File: config.mk
export PLATFORM = sky130hd
export DESIGN_NAME = jtframe_db15_scan_flat
export DESIGN_NICKNAME = d
export VERILOG_FILES = /design/src/rtl/jtframe_db15_pkg.sv /design/src/rtl/jtframe_db15_scan_if.sv /design/src/rtl/jtframe_db15_tick.sv /design/src/rtl/jtframe_db15_scan.sv /design/src/flat_wrapper.sv
export SDC_FILE = /design/constraint.sdc
export NUM_CORES = 1
export LEC_CHECK = 0
export ABC_AREA = 1
export CAP_MARGIN = 20
export CORE_AREA = 3 3 76 132
export DETAILED_ROUTE_END_ITERATION = 16
export DIE_AREA = 0 0 79 135
export PLACE_DENSITY = 0.79
export SLEW_MARGIN = 20
export SYNTH_ARGS = -nofsm -noshare
export SYNTH_HDL_FRONTEND = slang
export SYNTH_HIERARCHICAL = 1
export SYNTH_SLANG_ARGS = --single-unit
File: constraint.sdc
create_clock -name clk_sys -period 2.15 [get_ports clk_sys]
set_input_delay 0.43 -clock clk_sys [delete_from_list [all_inputs] [get_ports clk_sys]]
set_output_delay 0.43 -clock clk_sys [all_outputs]
set_load 0.05 [all_outputs]
File: src/rtl/jtframe_db15_pkg.sv
// Shared types and counter widths for the DB15 joystick scanner.
package jtframe_db15_pkg;

    typedef enum logic [2:0] {
        ST_GAP,
        ST_LOAD,
        ST_SAMPLE,
        ST_SHIFT,
        ST_DONE
    } state_t;

    localparam int unsigned TICK_W = 8;
    localparam int unsigned GAP_W  = 10;
    localparam int unsigned IDX_W  = 5;

endpackage

File: src/rtl/jtframe_db15_scan_if.sv
// Adapter pins plus decoded joystick words of the DB15 scanner.
interface jtframe_db15_scan_if;

    logic        JOY_CLK;
    logic        JOY_LOAD;
    logic        JOY_DATA;
    logic [15:0] joystick1;
    logic [15:0] joystick2;
    logic        osd_combo;
    logic        frame_done;

    modport master (
        output JOY_CLK, JOY_LOAD, joystick1, joystick2, osd_combo, frame_done,
        input  JOY_DATA
    );

    modport slave (
        input  JOY_CLK, JOY_LOAD, joystick1, joystick2, osd_combo, frame_done,
        output JOY_DATA
    );

endinterface

File: src/rtl/jtframe_db15_tick.sv
// Free-running prescaler: one-cycle tick every CLKDIV clk_sys cycles.
module jtframe_db15_tick import jtframe_db15_pkg::*; #(
    parameter int unsigned CLKDIV = 8
) (
    input  logic clk_sys,
    input  logic rst_n,
    output logic o_tick
);

    logic [TICK_W-1:0] r_cnt;

    assign o_tick = (r_cnt == TICK_W'(CLKDIV - 1));

    always_ff @(posedge clk_sys or negedge rst_n) begin
        if (!rst_n) begin
            r_cnt <= '0;
        end else if (o_tick) begin
            r_cnt <= '0;
        end else begin
            r_cnt <= r_cnt + 1'b1;
        end
    end

endmodule

File: src/rtl/jtframe_db15_scan.sv
// DB15 adapter reader: shifts in two players from a 74HC165 chain and
// publishes a frame only when it matches the previous one.
module jtframe_db15_scan import jtframe_db15_pkg::*; #(
    parameter int unsigned CLKDIV = 8,
    parameter int unsigned NBITS  = 12,
    parameter int unsigned GAP    = 64
) (
    input  logic                clk_sys,
    input  logic                rst_n,
    jtframe_db15_scan_if.master bus
);

    localparam int unsigned FW = 2 * NBITS;

    logic             w_tick;
    state_t           r_state, w_state_nx;
    logic [GAP_W-1:0] r_gap, w_gap_nx;
    logic [IDX_W-1:0] r_idx, w_idx_nx;
    logic [IDX_W:0]   w_idx_inc;
    logic             w_last;
    logic [FW-1:0]    r_frame, r_prev, w_frame_nx;
    logic             r_primed;
    logic [1:0]       r_sync;
    logic             r_joy_clk, r_joy_load;
    logic [15:0]      r_joy1, r_joy2, w_new1, w_new2;
    logic             r_osd;
    logic             w_accept;

    jtframe_db15_tick #(
        .CLKDIV (CLKDIV)
    ) u_tick (
        .clk_sys (clk_sys),
        .rst_n   (rst_n),
        .o_tick  (w_tick)
    );

    assign w_idx_inc = {1'b0, r_idx} + 1'b1;
    assign w_last    = (w_idx_inc == (IDX_W + 1)'(FW));

    always_comb begin
        w_state_nx = r_state;
        w_gap_nx   = r_gap;
        w_idx_nx   = r_idx;
        case (r_state)
            ST_GAP: if (w_tick) begin
                if (r_gap == GAP_W'(GAP - 1)) begin
                    w_gap_nx   = '0;
                    w_state_nx = ST_LOAD;
                end else begin
                    w_gap_nx = r_gap + 1'b1;
                end
            end
            ST_LOAD: if (w_tick) begin
                w_idx_nx   = '0;
                w_state_nx = ST_SAMPLE;
            end
            ST_SAMPLE: if (w_tick) w_state_nx = ST_SHIFT;
            ST_SHIFT: if (w_tick) begin
                w_idx_nx   = w_idx_inc[IDX_W-1:0];
                w_state_nx = w_last ? ST_DONE : ST_SAMPLE;
            end
            ST_DONE: w_state_nx = ST_GAP;
            default: w_state_nx = ST_GAP;
        endcase
    end

    // Adapter data is active low; store pressed buttons as 1.
    always_comb begin
        w_frame_nx = r_frame;
        for (int i = 0; i < int'(FW); i++) begin
            if (r_idx == IDX_W'(i)) w_frame_nx[i] = ~r_sync[1];
        end
    end

    always_comb begin
        w_new1 = '0;
        w_new2 = '0;
        for (int i = 0; i < int'(NBITS); i++) begin
            w_new1[i] = r_frame[i];
            w_new2[i] = r_frame[NBITS + i];
        end
        w_accept = (r_state == ST_DONE) && r_primed && (r_frame == r_prev);
    end

    always_ff @(posedge clk_sys or negedge rst_n) begin
        if (!rst_n) begin
            r_state    <= ST_GAP;
            r_gap      <= '0;
            r_idx      <= '0;
            r_frame    <= '0;
            r_prev     <= '0;
            r_primed   <= 1'b0;
            r_sync     <= 2'b11;
            r_joy_clk  <= 1'b0;
            r_joy_load <= 1'b1;
            r_joy1     <= '0;
            r_joy2     <= '0;
            r_osd      <= 1'b0;
        end else begin
            r_state    <= w_state_nx;
            r_gap      <= w_gap_nx;
            r_idx      <= w_idx_nx;
            r_sync     <= {r_sync[0], bus.JOY_DATA};
            // Pins follow the next state so they only move on tick edges.
            r_joy_load <= (w_state_nx != ST_LOAD);
            r_joy_clk  <= (w_state_nx == ST_SHIFT);
            if (r_state == ST_SAMPLE && w_tick) r_frame <= w_frame_nx;
            if (r_state == ST_DONE) begin
                r_prev   <= r_frame;
                r_primed <= 1'b1;
            end
            if (w_accept) begin
                r_joy1 <= w_new1;
                r_joy2 <= w_new2;
                r_osd  <= w_new1[10] & w_new1[6];
            end
        end
    end

    assign bus.JOY_CLK    = r_joy_clk;
    assign bus.JOY_LOAD   = r_joy_load;
    assign bus.joystick1  = r_joy1;
    assign bus.joystick2  = r_joy2;
    assign bus.osd_combo  = r_osd;
    assign bus.frame_done = (r_state == ST_DONE);

endmodule

File: src/flat_wrapper.sv
// flat-port wrapper written by rule: the top's interface ports become plain ports
module jtframe_db15_scan_flat import jtframe_db15_pkg::*;
#(
    parameter int unsigned CLKDIV = 8,
    parameter int unsigned NBITS  = 12,
    parameter int unsigned GAP    = 64
)
  (clk_sys, rst_n, bus_JOY_CLK, bus_JOY_LOAD, bus_joystick1, bus_joystick2, bus_osd_combo, bus_frame_done, bus_JOY_DATA);
  jtframe_db15_scan_if bus_i ();
  input  logic clk_sys;
  input  logic rst_n;
  output wire logic [$bits(bus_i.JOY_CLK)-1:0] bus_JOY_CLK;
  output wire logic [$bits(bus_i.JOY_LOAD)-1:0] bus_JOY_LOAD;
  output wire logic [$bits(bus_i.joystick1)-1:0] bus_joystick1;
  output wire logic [$bits(bus_i.joystick2)-1:0] bus_joystick2;
  output wire logic [$bits(bus_i.osd_combo)-1:0] bus_osd_combo;
  output wire logic [$bits(bus_i.frame_done)-1:0] bus_frame_done;
  input wire logic [$bits(bus_i.JOY_DATA)-1:0] bus_JOY_DATA;
  assign bus_JOY_CLK = bus_i.JOY_CLK;
  assign bus_JOY_LOAD = bus_i.JOY_LOAD;
  assign bus_joystick1 = bus_i.joystick1;
  assign bus_joystick2 = bus_i.joystick2;
  assign bus_osd_combo = bus_i.osd_combo;
  assign bus_frame_done = bus_i.frame_done;
  assign bus_i.JOY_DATA = bus_JOY_DATA;
  jtframe_db15_scan #(.CLKDIV(CLKDIV), .NBITS(NBITS), .GAP(GAP)) u_core (.clk_sys(clk_sys), .rst_n(rst_n), .bus(bus_i));
endmodule
==> results.cfg <==
[timing]
setup_viol = 0
setup_tns_ns = 0
tightest_slew_ns = 0.592
slew_headroom = 0.604
finalHoldViolCount = 0
setup_ws_ns = 0.0591
period_share = 0.973
finalMaxSlewViolations = 0
hold-worst-slack_ns = 0.0202
fmax_ghz = 0.478
fin_skew_ns = 0.00808
rsz0062_at_grt = yes
fin_crit_ns = 2.09

[drt]
drt_first_pass_iters = 5
wl_per_cell_um = 14.2
ant_nets = 0
wirelength_um = 12000
viasPerCell = 5.40
num_vias = 4548
drt_iter0_markers = 401
drc = 0

[setup_path]
startpoint_type = register
r2r_setup_slack_ns = 0.10
path_max_fanout = 1
path_buf_inv = 1
crit_chain = clkdlybuf4s50_1
r2r-start = u_core/u_tick/r_cnt[0]$_DFF_PN0_
r2r-end = u_core/r_frame[21]$_DFFE_PN0P_
worst_path_largest_cell_delay_ns = 0.79
r2r_cells = 12
crit_family = buffers and inverters
crit_type = register to output port
crit_arrival_ns = 1.66
cp.required_ns = 1.72
end_kind = output port
cpMaxStageDelayCell = clkdlybuf4s50_1

[clock_network]
clockBufferDepth = 2
cts_made_buffers = 9
cts.clk_slew.worst_paths_ns = 0.07
clk_latency_ns = 0.35
cts_tree = yes
cts_root_buf = clkbuf_16
clock_sinks = 104
htreeDepth = 3

[synth]
yosysTopAreaCell = dfrtp_1
synth-edff-count = 0
ys.warnings.count = 6
ys_ff_latch = 104
yosys-top-cells-count = nand2_1 (217), dfrtp_1 (101), inv_1 (77), o21ai_0 (69), nor2_1 (55)
async_flop_share = 1.00
synth_area_leaders = dfrtp_1 (48%), nand2_1 (15%), o21ai_0 (6.5%), inv_1 (5.5%), nor2_1 (3.9%)
synthFlopType = dfrtp_1
syn_inst = 679
syn_area_per_cell_sq_um = 7.81
synthesis.area_sq_mm = 0.00530
yosysSeqAreaShare = 0.492
yosys.area.top_type_share = 0.477
synth_cell_types = 37
synth_most_common_cell = nand2_1

[global_routing]
overflow = 0
grt_pass1_vias = 4448
grt_pass1_wl_um = 19700
grt_usage = 0.235
antenna_found_initial = 0
grt_max_degree = 47

[place]
io_buffers = 30
preCtsSetupSlack_ns = 0.0522
gp_congestion = 0.945
hpwl_um = 8800
dpl.cell_count = 825

[cells_and_area]
finalNonFillerCells = 843
syn_to_final_growth_pct = 15.8
diodes = 0
drive_gt1_frac = 0.0858
fin_nets = 728
fin_util = 0.675

[power]
p_per_area_mw_per_mm2 = 601
cellLeakagePower_nw = 3.05
peakVddDrop_mv = 0.496

[floorplan]
initial_core_util = 0.583
rows = 46
fp.coreArea_sq_mm = 0.00909
die_w_um = 79
ios = 39
chipHeight_um = 135
dieArea_sq_mm = 0.0107

[run_status]
outcome = finished, final reports clean

[worst_hold_path]
hp-class = primary input to asynchronous set/reset pin

[job]
maxCapViolCount = 0
-- state kept, by name, indices dropped and copies added, names as in the netlist --
name                  count
u_core/r_primed           1
u_core/r_gap             10
u_core/bus.joystick2     12
u_core/r_state            3
u_core/bus.JOY_LOAD       1
u_core/r_prev            24
u_core/bus.osd_combo      1
u_core/bus.joystick1     12
u_core/r_idx              5
u_core/bus.JOY_CLK        1
u_core/r_frame           24
u_core/u_tick/r_cnt       8
u_core/r_sync             2
-- metal layers --
metal | routed length, um | GRT usage | part of all wire | vias to the layer above
met5 | 0 | 0 | 0 | -
met3 | 415 | 0.0441 | 0.035 | 40
met2 | 6530 | 0.428 | 0.54 | 139
li1 | - | - | - | 2234
met1 | 4610 | 0.249 | 0.38 | 2135
met4 | 451 | 0.131 | 0.038 | 0
-- layout by cell type, fill, tap and decap left out, types with 3 or more instances in the layout --
cell type,synthesis,routed
a21oi_1,21,21
a31oi_1,15,15
and2_1,3,3
buf_12,0,3
buf_4,8,14
clkbuf_16,0,9
clkdlybuf4s50_1,0,28
conb_1,1,8
dfrtp_1,101,101
dfstp_2,3,3
ha_1,7,6
inv_1,77,76
inv_2,4,4
nand2_1,217,215
nand2_2,2,4
nand3_1,23,23
nand4_1,10,10
nor2_1,55,53
nor2_4,2,8
nor3_1,4,4
nor4_1,3,3
o21ai_0,69,69
xnor2_1,9,9
xor2_1,6,6
-- worst max path at each step --
stage,startpoint,end,cells after the start
2_1_floorplan,u_core/u_tick/r_cnt[0]$_DFF_PN0_,u_core/r_gap[9]$_DFFE_PN0P_,13
3_3_place_gp,u_core/u_tick/r_cnt[0]$_DFF_PN0_,u_core/r_frame[11]$_DFFE_PN0P_,11
3_5_place_dp,u_core/u_tick/r_cnt[0]$_DFF_PN0_,u_core/r_frame[3]$_DFFE_PN0P_,11
4_1_cts,u_core/bus.JOY_LOAD$_DFF_PN1_,bus_JOY_LOAD,1
5_1_grt,u_core/u_tick/r_cnt[0]$_DFF_PN0_,u_core/r_gap[9]$_DFFE_PN0P_,13
6_report,u_core/bus.JOY_LOAD$_DFF_PN1_,bus_JOY_LOAD,1
-- cells by family (layout without fill, tap and decap cells) --
group                      after synthesis  after routing  share of synthesized area
AOI/OAI and AO/OA                      112            112                      0.111
xor gates and xnor gates                15             15                     0.0248
adders and majority gates                7              7                     0.0165
buffers and inverters                  105            142                     0.0838
DFF                                    104            104                      0.492
other                                    1              8                   0.000708
and+or+nand+nor                        335            335                      0.271
-- per-stage QoR --
| step | instance area, sq um | power, mW |
|---|---|---|
| CTS | 6070 | 3.72 |
| global placement | 5770 | 2.08 |
| global route | 6140 | 3.80 |
| finish | 6140 | 3.69 |
| detailed placement | 5770 | 2.08 |
| floorplan | 5330 | 2.04 |
-- where the power goes --
group,internal (mW),total (mW),leakage [nW],switching (mW)
sequential,1.96,1.97,1.43,0.00646
clock,0.935,1.64,0.146,0.710
combinational,0.0105,0.0787,1.47,0.0682
-- timing repair --
| action | in CTS | in global routing |
|---|---|---|
| hold buffers | 0 | 0 |
| setup buffers | 0 | 2 |
| setup endpoints to repair | 0 | 25 |
| gates resized for setup | 0 | 15 |
-- layout make-up --
class,instances,area (sq um)
Inverter,81,307
Sequential cell,104,2610
Clock buffer,11,243
Fill cell,751,2950
Tap cell,120,150
Timing Repair Buffer,45,445
Multi-Input combinational cell,477,2330
Clock inverter,5,56.3
(Power assumes the default switching activity.)
